**src/rtl/spy_sensor_pkg.sv**
```systemverilog
// Shared types and helpers for the spy delay-line timing sensor.
package spy_sensor_pkg;

  typedef enum logic [2:0] {
    StIdle,
    StSettle,
    StLaunch,
    StCapture,
    StEncode,
    StDone
  } state_e;

  // Width needed to hold a tap count of 0..ntaps inclusive.
  function automatic int unsigned code_width(input int unsigned ntaps);
    return $clog2(ntaps + 1);
  endfunction

endpackage

```
**src/rtl/spy_delay_chain.sv**
```systemverilog
// Chain of inverting spy cells with a tap every TAP_STRIDE cells; purely combinational.
module spy_delay_chain #(
  parameter int unsigned STAGES     = 100,
  parameter int unsigned TAP_STRIDE = 4,
  localparam int unsigned NTAPS     = STAGES / TAP_STRIDE
) (
  input  logic             launch,
  output logic [NTAPS-1:0] taps
);

  // Each cell lives in its own scope so the tool sees distinct nets, not one self-feeding vector.
  for (genvar k = 0; k < STAGES; k++) begin : g_cell
    (* keep *) logic cell_out;
    if (k == 0) begin : g_first
      assign cell_out = ~launch;
    end else begin : g_next
      assign cell_out = ~g_cell[k-1].cell_out;
    end
  end

  for (genvar i = 0; i < NTAPS; i++) begin : g_tap
    assign taps[i] = g_cell[(i+1)*TAP_STRIDE-1].cell_out;
  end

endmodule

```
**src/rtl/spy_delay_sensor.sv**
```systemverilog
// Delay-line timing sensor: launches edges into the spy chain, captures taps, encodes and
// accumulates SAMPLES measurements per request.
module spy_delay_sensor
  import spy_sensor_pkg::*;
#(
  parameter int unsigned STAGES     = 100,
  parameter int unsigned TAP_STRIDE = 4,
  parameter int unsigned SAMPLES    = 16,
  parameter int unsigned SETTLE_CYC = 8,
  localparam int unsigned NTAPS     = STAGES / TAP_STRIDE,
  localparam int unsigned CODE_W    = code_width(NTAPS),
  localparam int unsigned SUM_W     = CODE_W + $clog2(SAMPLES)
) (
  input  logic              clk,
  input  logic              rst,
  input  logic              start,
  output logic              busy,
  output logic              meas_valid,
  output logic [CODE_W-1:0] meas_code,
  output logic              bubble_err,
  output logic              done,
  output logic [SUM_W-1:0]  sum_code,
  output logic [CODE_W-1:0] min_code,
  output logic [CODE_W-1:0] max_code
);

  localparam int unsigned SCNT_W = $clog2(SETTLE_CYC);
  localparam int unsigned SMP_W  = $clog2(SAMPLES);

  state_e state_q, state_d;

  logic [SCNT_W-1:0] settle_cnt_q;
  logic [SMP_W-1:0]  sample_cnt_q;
  logic              launch_q;
  logic [NTAPS-1:0]  tap_q;
  logic              meas_valid_q;
  logic [CODE_W-1:0] meas_code_q;
  logic              bubble_q;
  logic [SUM_W-1:0]  sum_q;
  logic [CODE_W-1:0] min_acc_q;
  logic [CODE_W-1:0] min_code_q;
  logic [CODE_W-1:0] max_code_q;

  (* keep *) logic [NTAPS-1:0] taps;

  logic              settle_last;
  logic              sample_last;
  logic              start_accept;
  logic [NTAPS-1:0]  arrived;
  logic [CODE_W-1:0] enc_code;
  logic              enc_bubble;
  logic              found;
  logic [CODE_W-1:0] new_min;

  spy_delay_chain #(
    .STAGES     (STAGES),
    .TAP_STRIDE (TAP_STRIDE)
  ) u_chain (
    .launch (launch_q),
    .taps   (taps)
  );

  assign settle_last  = (settle_cnt_q == SCNT_W'(SETTLE_CYC - 1));
  assign sample_last  = (sample_cnt_q == SMP_W'(SAMPLES - 1));
  assign start_accept = start && ((state_q == StIdle) || (state_q == StDone));

  always_ff @(posedge clk) begin
    if (rst) state_q <= StIdle;
    else     state_q <= state_d;
  end

  always_comb begin
    state_d = state_q;
    unique case (state_q)
      StIdle, StDone: if (start) state_d = StSettle;
      StSettle:       if (settle_last) state_d = StLaunch;
      StLaunch:       state_d = StCapture;
      StCapture:      state_d = StEncode;
      StEncode:       state_d = sample_last ? StDone : StSettle;
      default:        state_d = StIdle;
    endcase
  end

  always_comb begin
    busy = (state_q == StSettle) || (state_q == StLaunch) ||
           (state_q == StCapture) || (state_q == StEncode);
    done = (state_q == StDone);
  end

  // A tap has arrived when it matches the new launch level after its inversion parity.
  always_comb begin
    arrived    = '0;
    enc_code   = CODE_W'(NTAPS);
    enc_bubble = 1'b0;
    found      = 1'b0;
    for (int i = 0; i < NTAPS; i++) begin
      arrived[i] = tap_q[i] ^ launch_q ^ 1'(((i + 1) * TAP_STRIDE) % 2) ^ 1'b1;
      if (!found && !arrived[i]) begin
        enc_code = CODE_W'(i);
        found    = 1'b1;
      end else if (found && arrived[i]) begin
        enc_bubble = 1'b1;
      end
    end
  end

  assign new_min = (enc_code < min_acc_q) ? enc_code : min_acc_q;

  always_ff @(posedge clk) begin
    if (rst) begin
      settle_cnt_q <= '0;
      sample_cnt_q <= '0;
      launch_q     <= 1'b0;
      tap_q        <= '0;
      meas_valid_q <= 1'b0;
      meas_code_q  <= '0;
      bubble_q     <= 1'b0;
      sum_q        <= '0;
      min_acc_q    <= CODE_W'(NTAPS);
      min_code_q   <= '0;
      max_code_q   <= '0;
    end else begin
      meas_valid_q <= 1'b0;
      if (start_accept) begin
        settle_cnt_q <= '0;
        sample_cnt_q <= '0;
        bubble_q     <= 1'b0;
        sum_q        <= '0;
        min_acc_q    <= CODE_W'(NTAPS);
        min_code_q   <= '0;
        max_code_q   <= '0;
      end
      case (state_q)
        StSettle:  settle_cnt_q <= settle_last ? '0 : settle_cnt_q + 1'b1;
        StLaunch:  launch_q <= ~launch_q;
        StCapture: tap_q <= taps;
        StEncode: begin
          meas_valid_q <= 1'b1;
          meas_code_q  <= enc_code;
          bubble_q     <= bubble_q | enc_bubble;
          sum_q        <= sum_q + SUM_W'(enc_code);
          min_acc_q    <= new_min;
          min_code_q   <= new_min;
          if (enc_code > max_code_q) max_code_q <= enc_code;
          sample_cnt_q <= sample_cnt_q + 1'b1;
        end
        default: ;
      endcase
    end
  end

  assign meas_valid = meas_valid_q;
  assign meas_code  = meas_code_q;
  assign bubble_err = bubble_q;
  assign sum_code   = sum_q;
  assign min_code   = min_code_q;
  assign max_code   = max_code_q;

endmodule

```
**config.mk**
```make
export PLATFORM = sky130hd
export DESIGN_NAME = spy_delay_sensor
export DESIGN_NICKNAME = d
export VERILOG_FILES = /design/src/rtl/spy_sensor_pkg.sv /design/src/rtl/spy_delay_chain.sv /design/src/rtl/spy_delay_sensor.sv
export SDC_FILE = /design/constraint.sdc
export NUM_CORES = 1
export LEC_CHECK = 0
export ABC_CLOCK_PERIOD_IN_PS = 10590
export CAP_MARGIN = 20
export CORE_UTILIZATION = 30
export CTS_CLUSTER_SIZE = 10
export DETAILED_ROUTE_END_ITERATION = 10
export PLACE_DENSITY = 0.53
export SKIP_CTS_REPAIR_TIMING = 1
export SYNTH_ARGS = -nofsm -noshare
export SYNTH_HDL_FRONTEND = slang
export SYNTH_HIERARCHICAL = 1
export SYNTH_SLANG_ARGS = --single-unit
```
**constraint.sdc**
```tcl
create_clock -name clk -period 10.59 [get_ports clk]
set_input_delay 1.5885 -clock clk [delete_from_list [all_inputs] [get_ports clk]]
set_output_delay 1.5885 -clock clk [all_outputs]
set_load 0.02 [all_outputs]
```
==> impl_metrics.env <==
export IMPL_syn_area_um2=4215
export IMPL_finalInstanceArea_um2=4674
export IMPL_worstPathMaxFanout=63
export IMPL_initial_core_util_pct=31.33
export IMPL_place_area_um2=4368
export IMPL_viasPerCell=5.239
export IMPL_cts_root_buf="clkbuf_16"
export IMPL_die_y_um=120.5
export IMPL_cellPowerDensity_nw_per_um2=120.3
export IMPL_yosys_warnings=6
export IMPL_antenna_found_initial=0
export IMPL_clk_pin_slew_ns=0.06
export IMPL_hold_viol=0
export IMPL_core_area_um2=13450
export IMPL_slew_headroom_pct=38.64
export IMPL_drt_first_pass_iters=5
export IMPL_cts_buffer_depth=2
export IMPL_slew_viol_final=0
export IMPL_grt_overflow_total=0
export IMPL_cts_buffers=9
export IMPL_drt_total_wl_um=10190
export IMPL_worstSetupEndpointType="flip-flop"
export IMPL_wl_per_cell_um=14.14
export IMPL_skew_ns=0.007955
export IMPL_io_buffers=30
export IMPL_fill_cells=1439
export IMPL_gp_congestion=0.8583
export IMPL_peakVddDrop_mv=0.07081
export IMPL_dieArea_um2=14530
export IMPL_p_leak_nw=1.646
export IMPL_arrival_ns=4.66
export IMPL_clk_latency_ns=0.34
export IMPL_synth_area_per_cell_um2=7.501
export IMPL_syn2layout_area_growth_pct=10.89
export IMPL_hold_path_class="reg2reg"
export IMPL_dp_hpwl_um=7009
export IMPL_grt_pass1_vias=3544
export IMPL_critical_path_required_ns=10.86
export IMPL_drive_above_1_share_pct=7.706
export IMPL_crit_type="reg2reg"
export IMPL_drc=0
export IMPL_status="complete, no violations"
export IMPL_final_setup_tns_ns=0
export IMPL_place_ws_ns=6.272
export IMPL_ant_nets=0
export IMPL_syn_num_nets=583
export IMPL_grt_setup_unrepaired="no"
export IMPL_antenna_cells=0
export IMPL_fin_nets=561
export IMPL_first_iter_violations=324
export IMPL_fmax_ghz=0.2280
export IMPL_cts_sinks=65
export IMPL_h_tree_depth=3
export IMPL_crit_path_start_kind="flip-flop"
export IMPL_min_period_ns=4.386
export IMPL_layout_setup_ws_ns=6.204
export IMPL_syn_inst=562
export IMPL_num_rows=42
export IMPL_tightestPinTransition_ns=0.9204
export IMPL_die_w_um=120.5
export IMPL_grt_max_degree=64
export IMPL_grtUsageTotal_pct=15.02
export IMPL_maxCapViolations=0
export IMPL_vias=3777
export IMPL_cts_tree="done"
export IMPL_post_route_period_util_pct=41.41
export IMPL_setup_viol=0
export IMPL_grt_pass1_wl_um=17290
export IMPL_ios=31
==> where the power goes <==
part / leakage, nW / internal (mW) / switching [mW]
logic: 0.977 / 0.00390 / 0.00982
registers: 0.524 / 0.245 / 0.00107
clock network: 0.145 / 0.189 / 0.113
total: 1.65 / 0.438 / 0.124
==> layout by cell type (no fill, tap or decap), drive strengths merged, types with 4 or more instances in the layout <==
master / instances
o22ai: 8
xor2: 4
xnor2: 5
a32o: 4
o21a: 5
nor3: 13
or2: 7
nand4: 8
o21ai: 21
a21oi: 62
nand3: 34
ha: 17
a2111oi: 4
and2: 5
nor2b: 12
a41oi: 4
a21o: 5
nor2: 31
inv: 22
clkinv: 4
nand2: 88
clkbuf: 10
buf: 4
clkdlybuf4s50: 29
nor4: 5
a31oi: 9
nand2b: 12
dfxtp: 65
==> worst paths after layout <==
| check | start | endpoint | slack, ns | depth (start not counted) |
|---|---|---|---|---|
| setup / recovery | launch_q | min_code[4] | 6.20 | 14 |
| hold / removal | meas_code[4] | meas_code[4] | 0.46 | 2 |
| setup reg to reg | launch_q | min_code[4] | 6.20 | 14 |
| hold reg to reg | meas_code[4] | meas_code[4] | 0.46 | 2 |
==> cell type report <==
cell class                 count  area (µm²)  area share, %
clock buffer                  10       239.0          5.112
clock inverter                 6       67.56          1.445
sequential                    65        1303          27.86
inverter                      23       86.33          1.847
multi-input combinational    408        2441          52.22
tap                          176       220.2          4.711
timing repair buffer          33       317.8          6.799
==> flip-flops by register name, indices dropped and copies added (netlist names) <==
| signal | cells |
|---|---|
| tap_q | 25 |
| sum_code | 9 |
| max_code | 5 |
| meas_code | 5 |
| min_acc_q | 5 |
| sample_cnt_q | 4 |
| min_code | 3 |
| settle_cnt_q | 3 |
| state_q | 3 |
| bubble_err | 1 |
| launch_q | 1 |
| meas_valid | 1 |
==> per-stage QoR <==
step	util, %	std cells	hold WS, ns	power, mW
2_1_floorplan	-	562	0.4516	0.2614
3_3_place_gp	32.47	705	0.4464	0.2654
3_5_place_dp	32.47	705	0.4541	0.2656
4_1_cts	34.75	721	0.4643	0.5724
5_1_grt	34.75	721	0.4953	0.5811
6_report	34.75	721	0.4629	0.5623
==> critical path, cell delays in order (launching register included) <==
cell      delay [ns]
dfxtp_2         0.33
buf_4           0.50
nor3_1          0.20
a2bb2o_2        0.36
nand4_4         0.14
nor3_1          0.08
or4_1           0.71
ha_1            0.38
a21o_1          0.19
a21o_1          0.17
a21oi_1         0.41
o21a_1          0.21
o31a_2          0.22
mux2i_1         0.26
a32o_1          0.15
==> routing by layer <==
| layer | global-route usage [%] | part of all wire [%] | vias up |
|---|---|---|---|
| met5 | 0 | 0 | - |
| met2 | 24.14 | 46 | 69 |
| met4 | 6.636 | 1.7 | 0 |
| met1 | 19.42 | 49 | 1779 |
| met3 | 2.972 | 3.5 | 14 |
| li1 | - | - | 1915 |
Note: power is estimated with default switching activity, not from simulation.
